### config.mk
export PLATFORM = sky130hd
export DESIGN_NAME = reduct_stream
export DESIGN_NICKNAME = d
export VERILOG_FILES = /design/src/rtl/reduct_pkg.sv /design/src/rtl/reduct_op.sv /design/src/rtl/reduct_stream.sv
export SDC_FILE = /design/constraint.sdc
export NUM_CORES = 1
export LEC_CHECK = 0
export CAP_MARGIN = 30
export CORE_MARGIN = 4
export CORE_UTILIZATION = 44
export CTS_CLUSTER_DIAMETER = 50
export DETAILED_ROUTE_END_ITERATION = 8
export MAX_ROUTING_LAYER = met4
export PLACE_DENSITY = 0.74
export SLEW_MARGIN = 10
export SYNTH_ARGS = -nofsm -noshare
export SYNTH_HDL_FRONTEND = slang
export SYNTH_SLANG_ARGS = --single-unit
export TNS_END_PERCENT = 20
### constraint.sdc
create_clock -name clk -period 1.49 [get_ports clk]
set_input_delay 0.298 -clock clk [delete_from_list [all_inputs] [get_ports clk]]
set_output_delay 0.298 -clock clk [all_outputs]
set_load 0.05 [all_outputs]
### src/rtl/reduct_pkg.sv
// Shared types and helpers for the reduction datapath: FSM state, operator names
// and the identity value each operator folds from.
`ifndef Disable
`define Disable 1'b0
`endif
`ifndef Enable
`define Enable 1'b1
`endif

package reduct_pkg;

  typedef enum logic {
    ACC = 1'b0,
    OUT = 1'b1
  } state_e;

  // Operator names are packed strings so they compare cleanly in constant context.
  localparam logic [23:0] OP_AND = "and";
  localparam logic [23:0] OP_OR  = "or";
  localparam logic [23:0] OP_XOR = "xor";

  localparam int IDENT_MAX_W = 256;

  function automatic logic [IDENT_MAX_W-1:0] identity(input logic [23:0] ope, input int data);
    if (ope == OP_AND) begin
      identity = {IDENT_MAX_W{1'b1}} >> (IDENT_MAX_W - data);
    end else begin
      identity = '0;
    end
  endfunction

endpackage

### src/rtl/reduct_op.sv
// Two-input DATA-wide bitwise operator selected by OPE; shared with the tree reducer.
module reduct_op
  import reduct_pkg::*;
#(
  parameter logic [23:0] OPE  = OP_XOR,
  parameter int          DATA = 16
) (
  input  logic [DATA-1:0] a,
  input  logic [DATA-1:0] b,
  output logic [DATA-1:0] y
);

  generate
    if (OPE == OP_AND) begin : g_and
      assign y = a & b;
    end else if (OPE == OP_OR) begin : g_or
      assign y = a | b;
    end else if (OPE == OP_XOR) begin : g_xor
      assign y = a ^ b;
    end else begin : g_bad
      $error("reduct_op: unsupported operator %s", OPE);
      assign y = a ^ b;
    end
  endgenerate

endmodule

### src/rtl/reduct_stream.sv
// Serial reducer: folds IN valid/ready beats with OPE and presents the (optionally
// inverted) result on a valid/ready port. REDUCT_STREAM_LAST_EN adds in_last.
module reduct_stream
  import reduct_pkg::*;
#(
  parameter logic [23:0] OPE  = OP_XOR,
  parameter logic        NOT  = `Disable,
  parameter int          IN   = 4,
  parameter int          DATA = 16,
  localparam int         CNT_W = (IN < 2) ? 1 : $clog2(IN + 1)
) (
  input  logic             clk,
  input  logic             reset_,
  input  logic             in_valid,
  output logic             in_ready,
  input  logic [DATA-1:0]  in_data,
`ifdef REDUCT_STREAM_LAST_EN
  input  logic             in_last,
`endif
  output logic             out_valid,
  input  logic             out_ready,
  output logic [DATA-1:0]  out,
  output logic [CNT_W-1:0] out_cnt
);

  localparam logic [IDENT_MAX_W-1:0] IDENT_FULL = identity(OPE, DATA);
  localparam logic [DATA-1:0]        IDENT      = IDENT_FULL[DATA-1:0];
  localparam logic [CNT_W-1:0]       CNT_LAST   = CNT_W'(IN - 1);

  generate
    if (IN < 1) begin : g_bad_in
      $error("reduct_stream: IN must be >= 1");
    end
  endgenerate

  state_e           state_q, state_d;
  logic [DATA-1:0]  acc_q, acc_d;
  logic [DATA-1:0]  out_q, out_d;
  logic [CNT_W-1:0] cnt_q, cnt_d;
  logic [CNT_W-1:0] out_cnt_q, out_cnt_d;
  logic [DATA-1:0]  fold;
  logic             accept;
  logic             last_beat;
  logic             close;

  reduct_op #(
    .OPE  (OPE),
    .DATA (DATA)
  ) u_op (
    .a (acc_q),
    .b (in_data),
    .y (fold)
  );

`ifdef REDUCT_STREAM_LAST_EN
  assign last_beat = in_last;
`else
  assign last_beat = 1'b0;
`endif

  // in_ready is gated by reset_ so it is low for the whole time reset is held.
  assign in_ready  = reset_ && (state_q == ACC);
  assign out_valid = (state_q == OUT);
  assign accept    = in_valid && in_ready;
  assign close     = accept && ((cnt_q == CNT_LAST) || last_beat);
  assign out       = out_q;
  assign out_cnt   = out_cnt_q;

  always_comb begin
    state_d   = state_q;
    acc_d     = acc_q;
    cnt_d     = cnt_q;
    out_d     = out_q;
    out_cnt_d = out_cnt_q;
    case (state_q)
      ACC: begin
        if (close) begin
          out_d     = NOT ? ~fold : fold;
          out_cnt_d = cnt_q + 1'b1;
          acc_d     = IDENT;
          cnt_d     = '0;
          state_d   = OUT;
        end else if (accept) begin
          acc_d = fold;
          cnt_d = cnt_q + 1'b1;
        end
      end
      OUT: begin
        if (out_ready) begin
          state_d = ACC;
        end
      end
      default: state_d = ACC;
    endcase
  end

  always_ff @(posedge clk or negedge reset_) begin
    if (!reset_) begin
      state_q   <= ACC;
      acc_q     <= IDENT;
      cnt_q     <= '0;
      out_q     <= '0;
      out_cnt_q <= '0;
    end else begin
      state_q   <= state_d;
      acc_q     <= acc_d;
      cnt_q     <= cnt_d;
      out_q     <= out_d;
      out_cnt_q <= out_cnt_d;
    end
  end

endmodule

[Word-level counts from Yosys, hierarchy flattened]
Index checks and enable logic that the tools add are counted.
Word-level totals
  flip-flop bits (word level): 39
  input bits: 20
  output and inout bits: 21
  word-level logic and storage cells: 22
Operators by class
  add/sub/neg operators: 1
  equality and inequality tests: 1
  muxes and demuxes: 7
  bitwise gates (word level): 2
  reductions and logical operators: 6
Operators by type and width (count)
  two-way mux 16 bit: 2
  bitwise XOR 16 bit: 1
  two-way mux 3 bit: 2
  AND reduction 2 bit: 2
  adder 3 x 1 -> 3 bit (second input constant): 1
  equality test 3 x 2 -> 1 bit (second input constant): 1
  logical AND 1 bit: 3
  two-way mux 1 bit: 2
  case mux 1 bit (2 select lines): 1
  nonzero test 2 bit: 1
  inverter 1 bit: 1

[Longest topological paths before layout]
  depth in word-level cells: 6
  mapped depth: 8
  gate-level depth less buffers: 5

[Cells and area by module]
From an unflattened synthesis, not the netlist that was laid out.
Second synthesis, totals
  cells, all modules: 128
  area total of the unflattened synthesis: 1829.3 um^2
Modules (own cells, without submodules)
  reduct_stream: instances 1, cells an instance 112, area each 1689.1 um^2, sequential area each 975.9 um^2
  reduct_op: instances 1, cells an instance 16, area each 140.1 um^2, sequential area each 0.0 um^2

[Least setup slack after synthesis]
OpenSTA, ideal clock, no wires.
  path type: register to output
  start point: register state_q, in the netlist out_valid
  end point: output port in_ready
  data arrival time: 1.348 ns
  data required time: 1.192 ns
  path slack: -0.156 ns
  stages on the path, launching flop included: 2
  buffers on the path: 0
  cells stage by stage: dfrtp_1 > nor2b_1
On the way
  cells in the longest elaborated chain, start to end: 2
RTL lines
  from (decl): RTL line reduct_stream.sv:36  | state_e state_q, state_d;
  from (signal assigned): RTL line reduct_stream.sv:105  | state_q <= state_d;
  inverter 1 bit (no source line)
  logical AND 1 bit: RTL line reduct_stream.sv:62  | assign in_ready = reset_ && (state_q == ACC);
  to (decl): RTL line reduct_stream.sv:15  | output logic in_ready,
No other way between the ends.

[Worst setup path in the final report]
  start point: register cnt_q[1]
  end point: register out_cnt_q[1], in the netlist out_cnt[1]
On the way
  cells in the longest elaborated chain, start to end: 3
  elaborated cells on any way between the ends: 4
  classes of those cells: 1 x add/sub; 1 x eq/ne; 2 x reduce/logical
RTL lines
  from (decl): RTL line reduct_stream.sv:39  | logic [CNT_W-1:0] cnt_q, cnt_d;
  from (signal assigned): RTL line reduct_stream.sv:107  | cnt_q <= cnt_d;
  branches (longest 3 deep; another with adder 3 x 1 -> 3 bit)
  to (signal assigned): RTL line reduct_stream.sv:109  | out_cnt_q <= out_cnt_d;
  to (decl): RTL line reduct_stream.sv:40  | logic [CNT_W-1:0] out_cnt_q, out_cnt_d;
Parallel ways; which one is timed is not known.
A chain may end at the register's enable or synchronous reset.

==> results.cfg <==
[global_routing]
grt.overflow.total = 0
first_global_vias = 1348
pin_count_of_the_biggest_net_entering_global_routing = 27
antenna_found_initial = 0
grt_pass1_wl_mm = 6.15
grt_use_total_pct = 15.6

[routing]
final_antenna_net_count = 0
wire_per_inst_um = 13.4
drt_iter0_drc = 46
route.vias.total = 1374
first_pass_iters = 4
wirelength_mm = 3.69
detail_route.drc_violations = 0
via_per_inst = 5.00

[die]
die_h_um = 73.0
core_mm2 = 0.00406
overall_die_width_um = 73.0
fp.dieArea_mm2 = 0.00533
boundaryPins = 41
fp-row-count = 23
initial_core_utilization_pct = 45.9

[clock_network]
tritoncts = done
cts.htree.levels = 2
insertion_delay_ns = 0.29
postCtsSetupRepairBufs = 0
hold_buffers = 0
postCtsResizedCells = 0
tritoncts.num_buffers = 5
cts.path.max_buffers = 2
cts_root_buffer_type = sky130_fd_sc_hd__clkbuf_8
cts.sink_count = 39
cts.clk_slew.worst_paths_ns = 0.07

[setup_path]
critical-path-top-delay-family = flip-flops
slowest_stage = sky130_fd_sc_hd__dfrtp_1
crit_path_max_incr_delay_ns = 0.38
worstReg2RegEnd = out_cnt[1]$_DFFE_PN0P_
crit_path_start = cnt_q[1]$_DFFE_PN0P_
endpoint_arrival_time_on_the_critical_path_ns = 1.64
reg2regPathDepth = 5
r2r_setup_slack_ns = 0.03
worstSetupEndpoint = out_cnt[1]$_DFFE_PN0P_
crit_fanout = 13
buf_inv_stages_crit_path = 1
crit_type = reg -> reg
path_depth = 5
critical_path.startpoint_type = register
crit_path_cell_trace = ha_2 -> ha_4 -> nand4b_1 -> buf_6 -> mux2_4
reg2reg_from = cnt_q[1]$_DFFE_PN0P_
critPathCaptureType = register
worst-endpoint-required_ns = 1.67

[sta]
post-route-period-util_pct = 98.1
grt_setup_unrepaired = yes
hold_ws_ns = 0.0293
timing.final.max_slew_violations = 0
timing.clock.skew_ns = 0.00260
final_period_minus_worst_setup_slack_ns = 1.46
postLayoutSetupSlackWorst_ns = 0.0282
slew-limit-headroom_pct = 77.9
worst_pin_slew_ns = 0.331
setup_violations = 0
achievable-frequency_ghz = 0.684
finalHoldViolCount = 0

[layout]
fillCellCount = 298
final_layout_size_suffix_gt1_share_pct = 23.1
antennaDiodeCount = 0
area_growth_from_synthesis_to_layout_pct = 44.5
most_common_cell_after_layout_fill_and_taps_aside = sky130_fd_sc_hd__dfrtp_1
final_cell_mix = sky130_fd_sc_hd__dfrtp_1 (39), sky130_fd_sc_hd__o21ai_0 (29), sky130_fd_sc_hd__buf_12 (22)
nets = 246

[synthesis]
synth.top_cell.area_share_pct = 52.5
synth.ff_latch_count = 39
synth_top_cell_by_area = sky130_fd_sc_hd__dfrtp_1
syn_nets = 198
yosys_warnings = 0
post_synth_main_area_contributors = sky130_fd_sc_hd__dfrtp_1 (52%), sky130_fd_sc_hd__o21ai_0 (8.1%), sky130_fd_sc_hd__xnor2_1 (7.5%)
synth_cell_type_count = 24
post_synth_design_cell_area_mm2 = 0.00186
synth.yosys.seq_area_share_pct = 52.5
syn_inst = 176
avgSynthCellArea_um2 = 10.6

[place]
dp.final_hpwl_mm = 2.75
place_ws_ns = -0.0807
place_congestion = 0.719
port_buffers = 40

[worst_hold_path]
holdCritPathClass = in -> async

[power]
power.ir.vdd_worst_mv = 1.12
pwr_density_cell_mw_per_mm2 = 2110
total_leakage_power_nw = 1.14

[outcome]
status = completed

[flow_run]
max_cap_violations = 0
flip-flops by register name, indices dropped and copies added (netlist names):
| register | count |
|---|---|
| acc_q | 16 |
| cnt_q | 3 |
| out | 16 |
| out_cnt | 3 |
| out_valid | 1 |
per-stage QoR:
stage	cell area, µm²	std cells	util, %	setup TNS (ns)	power [mW]
after floorplan	1890	176	-	-0.0123	3.52
after global placement	2560	267	63.1	-0.443	4.84
after detailed placement	2560	267	63.1	-0.872	4.92
after CTS	2660	275	65.5	0	5.69
after global routing	2690	275	66.2	-0.207	5.99
final	2690	275	66.2	0	5.67
power by group:
| part | total [mW] | switching [mW] | internal, mW |
|---|---|---|---|
| Sequential | 1.98 | 0.462 | 1.52 |
| Combinational | 2.92 | 1.42 | 1.49 |
| Clock | 0.771 | 0.349 | 0.422 |
| Total | 5.67 | 2.23 | 3.44 |
cells by family (layout without fill, tap and decap cells):
family,count (synthesis),in the layout,share of synthesized area (%)
adders and majority gates,2,2,1.34
buffers and inverters,13,62,5.24
xor gates and xnor gates,16,16,7.53
AOI/OAI and AO/OA,47,47,14.2
and+or+nand+nor,58,58,18.4
DFF,39,39,52.5
muxes,1,1,0.807
per-layer routing:
layer,GRT usage [%],share of wire (%),wire [µm]
met1,19.4,45,1670
met2,24.1,49,1790
met3,4.13,3.6,131
met4,6.35,2.5,92
met5,-,0,0
worst min-delay path by stage:
stage,startpoint,end,cells after the start
floorplan,reset_,acc_q[0]$_DFFE_PN0P_,0
global placement,reset_,out_valid$_DFF_PN0_,2
detailed placement,reset_,out_valid$_DFF_PN0_,2
CTS,reset_,out[6]$_DFFE_PN0P_,2
global route,reset_,out[6]$_DFFE_PN0P_,2
finish,reset_,out[6]$_DFFE_PN0P_,2
worst reg2reg max path, cell delays in order (launching register included):
cell and delay [ns]:
sky130_fd_sc_hd__dfrtp_1 0.38, sky130_fd_sc_hd__ha_2 0.20, sky130_fd_sc_hd__ha_4 0.17, sky130_fd_sc_hd__nand4b_1 0.12
sky130_fd_sc_hd__buf_6 0.17, sky130_fd_sc_hd__mux2_4 0.30
layout make-up:
type / instances / area [µm²] / share of cell area, %
Sequential cell: 39 / 976 / 36.3
Multi-Input combinational cell: 124 / 830 / 30.9
Timing Repair Buffer: 52 / 712 / 26.5
Clock buffer: 8 / 100 / 3.72
Tap cell: 50 / 62.6 / 2.33
Inverter: 2 / 7.51 / 0.279
synthesized netlist by cell type (all sizes together):
cell    count
dfrtp      39
o21ai      39
nand2      21
xnor2      16
nand2b     10
buf         9
nor2        9
a211o       7
nor3b       7
nor4b       7
clkbuf      2
ha          2
inv         2
mux2        1
nand3b      1
nand4b      1
nor2b       1
o31ai       1
or2         1
No activity file was read; power rests on OpenSTA's default activity.
